[config.mk]
export PLATFORM = sky130hd
export DESIGN_NAME = falafel_req_frontend
export DESIGN_NICKNAME = d
export VERILOG_FILES = /design/src/rtl/falafel_req_frontend.sv
export SDC_FILE = /design/constraint.sdc
export NUM_CORES = 1
export LEC_CHECK = 0
export BUFFER_PORTS_ARGS = -buffer_cell sky130_fd_sc_hd__buf_2
export CORE_MARGIN = 1
export CORE_UTILIZATION = 36
export DETAILED_ROUTE_END_ITERATION = 10
export PLACE_DENSITY = 0.63
export SYNTH_ARGS = -nofsm -noshare
export SYNTH_HDL_FRONTEND = slang
export SYNTH_SLANG_ARGS = --single-unit
[constraint.sdc]
create_clock -name clk_i -period 5.15 [get_ports clk_i]
set_input_delay 1.03 -clock clk_i [delete_from_list [all_inputs] [get_ports clk_i]]
set_output_delay 1.03 -clock clk_i [all_outputs]
set_load 0.03 [all_outputs]
[src/rtl/falafel_req_frontend.sv]
// falafel_req_frontend: message front end of the falafel allocator.
// Parses 2-word host requests (header + payload), owns the configuration
// register file (per-class free-list pointers, lock pointer, lock id) and
// dispatches aligned alloc / free commands to the allocator core.
// Register reads, alloc overflow and optional write acks return on rsp_*.
// Optional feature macro: FALAFEL_REG_WRITE_ACK_EN (register writes answer on rsp_*).
module falafel_req_frontend #(
    parameter int unsigned DATA_W      = 64,
    parameter int unsigned NUM_CLASSES = 4,
    parameter int unsigned ALIGN       = 64
) (
    input  logic                          clk_i,
    input  logic                          rst_ni,
    input  logic                          in_valid_i,
    output logic                          in_ready_o,
    input  logic [DATA_W-1:0]             in_data_i,
    output logic                          cmd_valid_o,
    input  logic                          cmd_ready_i,
    output logic                          cmd_free_o,
    output logic [7:0]                    cmd_id_o,
    output logic [DATA_W-1:0]             cmd_data_o,
    output logic [2:0]                    cmd_class_o,
    output logic                          rsp_valid_o,
    input  logic                          rsp_ready_i,
    output logic [7:0]                    rsp_id_o,
    output logic [DATA_W-1:0]             rsp_data_o,
    output logic [NUM_CLASSES*DATA_W-1:0] free_list_ptr_o,
    output logic [DATA_W-1:0]             lock_ptr_o,
    output logic [DATA_W-1:0]             lock_id_o,
    output logic [15:0]                   err_cnt_o
);

    localparam int unsigned       ALIGN_LG = $clog2(ALIGN);
    localparam logic [DATA_W-1:0] ALIGN_M1 = DATA_W'(ALIGN - 1);
    // Largest size that still aligns without wrapping: 2^DATA_W - ALIGN.
    localparam logic [DATA_W-1:0] MAX_SIZE = ~ALIGN_M1;

    localparam logic [3:0] OP_REG   = 4'd0;
    localparam logic [3:0] OP_ALLOC = 4'd1;
    localparam logic [3:0] OP_FREE  = 4'd2;

    typedef enum logic [1:0] {
        ST_IDLE    = 2'd0,
        ST_PAYLOAD = 2'd1,
        ST_CMD     = 2'd2,
        ST_RSP     = 2'd3
    } state_t;

    state_t state_q, state_d;

    // Latched header fields
    logic [3:0]  hdr_op_q;
    logic [7:0]  hdr_id_q;
    logic [15:0] hdr_addr_q;
    logic        hdr_wr_q;

    // Register file
    logic [NUM_CLASSES-1:0][DATA_W-1:0] free_q;
    logic [DATA_W-1:0]                  lock_ptr_q;
    logic [DATA_W-1:0]                  lock_id_q;
    logic [15:0]                        err_cnt_q;

    // Command / response holding registers
    logic              cmd_free_q, cmd_free_d;
    logic [7:0]        cmd_id_q;
    logic [DATA_W-1:0] cmd_data_q, cmd_data_d;
    logic [2:0]        cmd_class_q, cmd_class_d;
    logic [7:0]        rsp_id_q;
    logic [DATA_W-1:0] rsp_data_q, rsp_data_d;

    // Decode / datapath signals
    logic [NUM_CLASSES-1:0] sel_fl;
    logic                   sel_lptr, sel_lid, addr_hit;
    logic [DATA_W-1:0]      rd_data;
    logic [DATA_W-1:0]      size_pad, aligned, blocks;
    logic [2:0]             alloc_class;
    logic                   class_found;
    logic                   alloc_ovf;
    logic                   cmd_load, rsp_load, reg_wr, err_inc;

    // Register address decode and read mux for the latched address
    always_comb begin
        sel_fl    = '0;
        sel_fl[0] = (hdr_addr_q == 16'h0010);
        for (int unsigned k = 1; k < NUM_CLASSES; k++) begin
            sel_fl[k] = (hdr_addr_q == 16'(32'h40 + 8 * (k - 1)));
        end
        sel_lptr = (hdr_addr_q == 16'h0018);
        sel_lid  = (hdr_addr_q == 16'h0020);
        addr_hit = (|sel_fl) | sel_lptr | sel_lid;
        rd_data  = '0;
        if (sel_lptr) rd_data = lock_ptr_q;
        if (sel_lid)  rd_data = lock_id_q;
        for (int unsigned k = 0; k < NUM_CLASSES; k++) begin
            if (sel_fl[k]) rd_data = free_q[k];
        end
    end

    // Alloc size alignment, size-class selection and overflow detection
    always_comb begin
        size_pad    = (in_data_i < DATA_W'(ALIGN)) ? DATA_W'(ALIGN) : in_data_i;
        aligned     = (size_pad + ALIGN_M1) & ~ALIGN_M1;
        blocks      = aligned >> ALIGN_LG;
        alloc_class = 3'(NUM_CLASSES - 1);
        class_found = 1'b0;
        // Smallest c with 2^c >= blocks, i.e. ceil_log2, saturating at the last class.
        for (int unsigned c = 0; c + 1 < NUM_CLASSES; c++) begin
            if (!class_found && (blocks <= (DATA_W'(1) << c))) begin
                alloc_class = 3'(c);
                class_found = 1'b1;
            end
        end
        alloc_ovf = (in_data_i > MAX_SIZE);
    end

    // FSM next-state and per-message actions
    always_comb begin
        state_d     = state_q;
        cmd_load    = 1'b0;
        rsp_load    = 1'b0;
        reg_wr      = 1'b0;
        err_inc     = 1'b0;
        cmd_free_d  = 1'b0;
        cmd_data_d  = '0;
        cmd_class_d = '0;
        rsp_data_d  = '0;
        unique case (state_q)
            ST_IDLE: begin
                if (in_valid_i) state_d = ST_PAYLOAD;
            end
            ST_PAYLOAD: begin
                if (in_valid_i) begin
                    state_d = ST_IDLE;
                    case (hdr_op_q)
                        OP_REG: begin
                            if (hdr_wr_q) begin
                                reg_wr  = addr_hit;
                                err_inc = !addr_hit;
`ifdef FALAFEL_REG_WRITE_ACK_EN
                                rsp_load   = 1'b1;
                                rsp_data_d = addr_hit ? in_data_i : '0;
                                state_d    = ST_RSP;
`endif
                            end else begin
                                rsp_load   = 1'b1;
                                rsp_data_d = rd_data;
                                err_inc    = !addr_hit;
                                state_d    = ST_RSP;
                            end
                        end
                        OP_ALLOC: begin
                            if (alloc_ovf) begin
                                rsp_load = 1'b1;
                                err_inc  = 1'b1;
                                state_d  = ST_RSP;
                            end else begin
                                cmd_load    = 1'b1;
                                cmd_data_d  = aligned;
                                cmd_class_d = alloc_class;
                                state_d     = ST_CMD;
                            end
                        end
                        OP_FREE: begin
                            if (in_data_i == '0) begin
                                err_inc = 1'b1;
                            end else begin
                                cmd_load   = 1'b1;
                                cmd_free_d = 1'b1;
                                cmd_data_d = in_data_i;
                                state_d    = ST_CMD;
                            end
                        end
                        default: err_inc = 1'b1;
                    endcase
                end
            end
            ST_CMD: begin
                if (cmd_ready_i) state_d = ST_IDLE;
            end
            ST_RSP: begin
                if (rsp_ready_i) state_d = ST_IDLE;
            end
            default: state_d = ST_IDLE;
        endcase
    end

    // State register
    always_ff @(posedge clk_i or negedge rst_ni) begin
        if (!rst_ni) state_q <= ST_IDLE;
        else         state_q <= state_d;
    end

    // Header latch, register file, holding registers and error counter
    always_ff @(posedge clk_i or negedge rst_ni) begin
        if (!rst_ni) begin
            hdr_op_q    <= '0;
            hdr_id_q    <= '0;
            hdr_addr_q  <= '0;
            hdr_wr_q    <= 1'b0;
            free_q      <= '0;
            lock_ptr_q  <= '0;
            lock_id_q   <= '0;
            err_cnt_q   <= '0;
            cmd_free_q  <= 1'b0;
            cmd_id_q    <= '0;
            cmd_data_q  <= '0;
            cmd_class_q <= '0;
            rsp_id_q    <= '0;
            rsp_data_q  <= '0;
        end else begin
            if (state_q == ST_IDLE && in_valid_i) begin
                hdr_op_q   <= in_data_i[3:0];
                hdr_id_q   <= in_data_i[11:4];
                hdr_addr_q <= in_data_i[27:12];
                hdr_wr_q   <= in_data_i[28];
            end
            if (reg_wr) begin
                if (sel_lptr) lock_ptr_q <= in_data_i;
                if (sel_lid)  lock_id_q  <= in_data_i;
                for (int unsigned k = 0; k < NUM_CLASSES; k++) begin
                    if (sel_fl[k]) free_q[k] <= in_data_i;
                end
            end
            if (err_inc && err_cnt_q != 16'hFFFF) err_cnt_q <= err_cnt_q + 16'd1;
            if (cmd_load) begin
                cmd_free_q  <= cmd_free_d;
                cmd_id_q    <= hdr_id_q;
                cmd_data_q  <= cmd_data_d;
                cmd_class_q <= cmd_class_d;
            end
            if (rsp_load) begin
                rsp_id_q   <= hdr_id_q;
                rsp_data_q <= rsp_data_d;
            end
        end
    end

    assign in_ready_o      = (state_q == ST_IDLE) || (state_q == ST_PAYLOAD);
    assign cmd_valid_o     = (state_q == ST_CMD);
    assign rsp_valid_o     = (state_q == ST_RSP);
    assign cmd_free_o      = cmd_free_q;
    assign cmd_id_o        = cmd_id_q;
    assign cmd_data_o      = cmd_data_q;
    assign cmd_class_o     = cmd_class_q;
    assign rsp_id_o        = rsp_id_q;
    assign rsp_data_o      = rsp_data_q;
    assign free_list_ptr_o = free_q;
    assign lock_ptr_o      = lock_ptr_q;
    assign lock_id_o       = lock_id_q;
    assign err_cnt_o       = err_cnt_q;

endmodule

==> flow_summary.yaml <==
grt:
  grt_use_total: 0.284
  grt_pass1_wl_um: 157000
  grt_start_max_net_pins: 104
  grt_pass1_vias: 22800
  antenna_found_initial: 6
  grt_overflow: 0
setup_path:
  worstPathMaxFanout: 20
  start_kind: "primary input"
  worstSetupEndpointType: "flip-flop"
  critical_path_required_ps: 5650
  slowest_stage: "nor2_2"
  worst-r2r-setup-slack_ps: 1510
  crit_chain: "buf_2 -> nor4_4 -> a21oi_1 -> nand4_2 -> nor4_4 -> buf_4 -> nor2_2 -> buf_4 -> and3_1 -> nor2_1 -> o31ai_1"
  arrival_ps: 4330
  critPathKind: "primary input to flip-flop"
  r2r-start: "hdr_addr_q[10]"
  reg2regPathDepth: 10
  cp_slowest_stage_delay_ps: 780
  cp-startpoint: "in_data_i[0]"
synth:
  synth_seq_cells: 578
  seq_area_frac_synth: 0.546
  syn-instance-count: 2232
  ys_warn_count: 0
  synth-edff-count: 0
  async_reset_ff_frac: 1.00
  ys_types: 81
  netlist_area_mm2: 0.0265
  ys.flop_type: "dfrtp_1"
  syn_avg_cell_area_um2: 11.9
  synthesis.nets: 2302
floorplan:
  dieHeight_um: 273
  die_w_um: 273
  design.die.area_mm2: 0.0747
  start_util: 0.364
  coreArea_mm2: 0.0728
  io_pins: 620
  placementRows: 99
detailed_routing:
  first_pass_iters: 6
  totalWireLength_um: 109000
  drt-wirelength-per-cell_um: 28.7
  drc: 0
  final_antenna_net_count: 0
  drt-initial-drc-count: 2150
  vias: 22300
  viasPerCell: 5.91
timing:
  max_slew_margin: 0.170
  setup_ws_ps: 1320
  tns_ps: 0
  drv_slew: 0
  setup_violations: 0
  clock.fmax_mhz: 261
  skew_ps: 23.7
  hold_viol: 0
  min_period_over_period: 0.743
  rsz0062_at_grt: "no"
  worstMarginPinSlew_ps: 1240
  period_needed_ps: 3830
power_and_ir_drop:
  swShare: 0.330
  power_density_mw_per_mm2: 393
  p_int_w: 0.00865
  seqPwrFrac: 0.412
  p_clk_frac: 0.375
  power.leakage_nw: 16.8
  pwr-share-comb: 0.213
  peakVddDrop_mv: 0.224
  p_switching_w: 0.00426
final_layout:
  area_growth_pct: 24.0
  design_area_mm2: 0.0328
  final_common_cell: "buf_2"
  layout.nets: 2833
  drive_above_1_share: 0.434
  final_cell_mix: "buf_2 (617), dfrtp_1 (578), mux2_2 (402)"
clocking:
  htree_levels: 3
  clkLatencyLatePin_ps: 610
  numCtsBuffers: 67
  hold_buffers: 0
  cts_setup_buffers: 0
  clk_pin_slew_ps: 60
  cts-root-buf: "clkbuf_16"
  cts_tree: "yes"
  cts_resized: 0
  clock-sinks: 578
  clockBufferDepth: 3
run_status:
  status: "finished, final reports clean"
hold_path:
  min_path_type: "flip-flop to flip-flop"
  hp-start: "cmd_id_o[7]"
  hold_depth: 2
placement:
  pre_cts_ws_ps: 814
  place_congestion: 0.933
  dp_hpwl_um: 74800
  placed_area_mm2: 0.0306
  portBuffers: 618
job:
  maxCapViolCount: 0
==> registers in the layout, summed over array words and instances, names as in the netlist, 4 cells and up <==
register,flops
rsp_id_o,8
cmd_id_o,8
lock_id_o,64
rsp_data_o,64
hdr_id_q,8
cmd_data_o,64
lock_ptr_o,64
hdr_addr_q,16
free_list_ptr_o,256
err_cnt_o,16
hdr_op_q,4
==> cell type report <==
class / count / area, µm²
Antenna cell: 2 / 5.00
Clock buffer: 101 / 2020
Clock inverter: 22 / 238
Fill cell: 6796 / 40000
Inverter: 19 / 71.3
Multi-Input combinational cell: 1424 / 11200
Sequential cell: 578 / 14500
Tap cell: 959 / 1200
Timing Repair Buffer: 673 / 3640
==> final timing paths <==
check                                 end
setup / recovery           cmd_data_o[55]
hold / removal                cmd_id_o[7]
setup reg to reg           rsp_data_o[42]
hold reg to reg               cmd_id_o[7]
max in group asynchronous   cmd_data_o[1]
min in group asynchronous  rsp_data_o[22]
==> through the flow <==
step / hold WS [ps] / total power, W / std cells / utilization
global route: 491 / 0.0134 / 3778 / 0.451
finish: 473 / 0.0129 / 3778 / 0.451
floorplan: 453 / 0.00693 / 2232 / -
global placement: 458 / 0.00809 / 3653 / 0.420
CTS: 480 / 0.0130 / 3776 / 0.451
detailed placement: 466 / 0.00813 / 3653 / 0.420
==> routing by layer <==
metal | up-vias | part of all wire | GRT usage
li1 | 9392 | - | -
met1 | 11500 | 0.41 | 0.367
met2 | 1182 | 0.48 | 0.463
met3 | 197 | 0.085 | 0.0723
met4 | 6 | 0.029 | 0.0966
met5 | - | 0.00029 | 0
==> synth_stat cells, drive strengths merged, types with 19 or more instances <==
| cell type | number | area share |
|---|---|---|
| buf | 63 | 0.013 |
| nor3 | 51 | 0.010 |
| a21oi | 33 | 0.0068 |
| xnor2 | 22 | 0.0073 |
| clkbuf | 148 | 0.021 |
| nand4 | 34 | 0.0085 |
| dfrtp | 578 | 0.55 |
| a22o | 46 | 0.015 |
| nand2 | 183 | 0.026 |
| mux2 | 404 | 0.17 |
| nor4 | 33 | 0.0092 |
| o2bb2ai | 64 | 0.021 |
| a22oi | 136 | 0.039 |
| nor2 | 45 | 0.0064 |
| inv | 19 | 0.0027 |
| nand3 | 41 | 0.0079 |
| a221oi | 64 | 0.021 |
| o21ai | 103 | 0.019 |
==> power by group through the flow <==
stage / logic, W / registers [W] / clock network [W]
floorplan: 0.00106 / 0.00587 / 0
finish: 0.00275 / 0.00531 / 0.00484
global placement: 0.00272 / 0.00537 / 0
global route: 0.00292 / 0.00536 / 0.00513
detailed placement: 0.00275 / 0.00538 / 0
CTS: 0.00276 / 0.00531 / 0.00494
==> cells by family after synthesis <==
| group | Yosys count | share of synthesized area |
|---|---|---|
| fa+ha+maj | 1 | 0.000472 |
| xor+xnor | 28 | 0.00926 |
| compound gates | 526 | 0.147 |
| flops | 578 | 0.546 |
| buf+inv | 230 | 0.0364 |
| mux | 407 | 0.173 |
| other cells | 1 | 0.000142 |
| simple gates | 461 | 0.0877 |
==> worst max-delay path, delay by kind of cell <==
family | cells | cell delay, ps
and+or+nand+nor | 6 | 1950
buffers and inverters | 3 | 790
AOI/OAI and AO/OA | 2 | 550
Power figures use the tool's default switching activity.
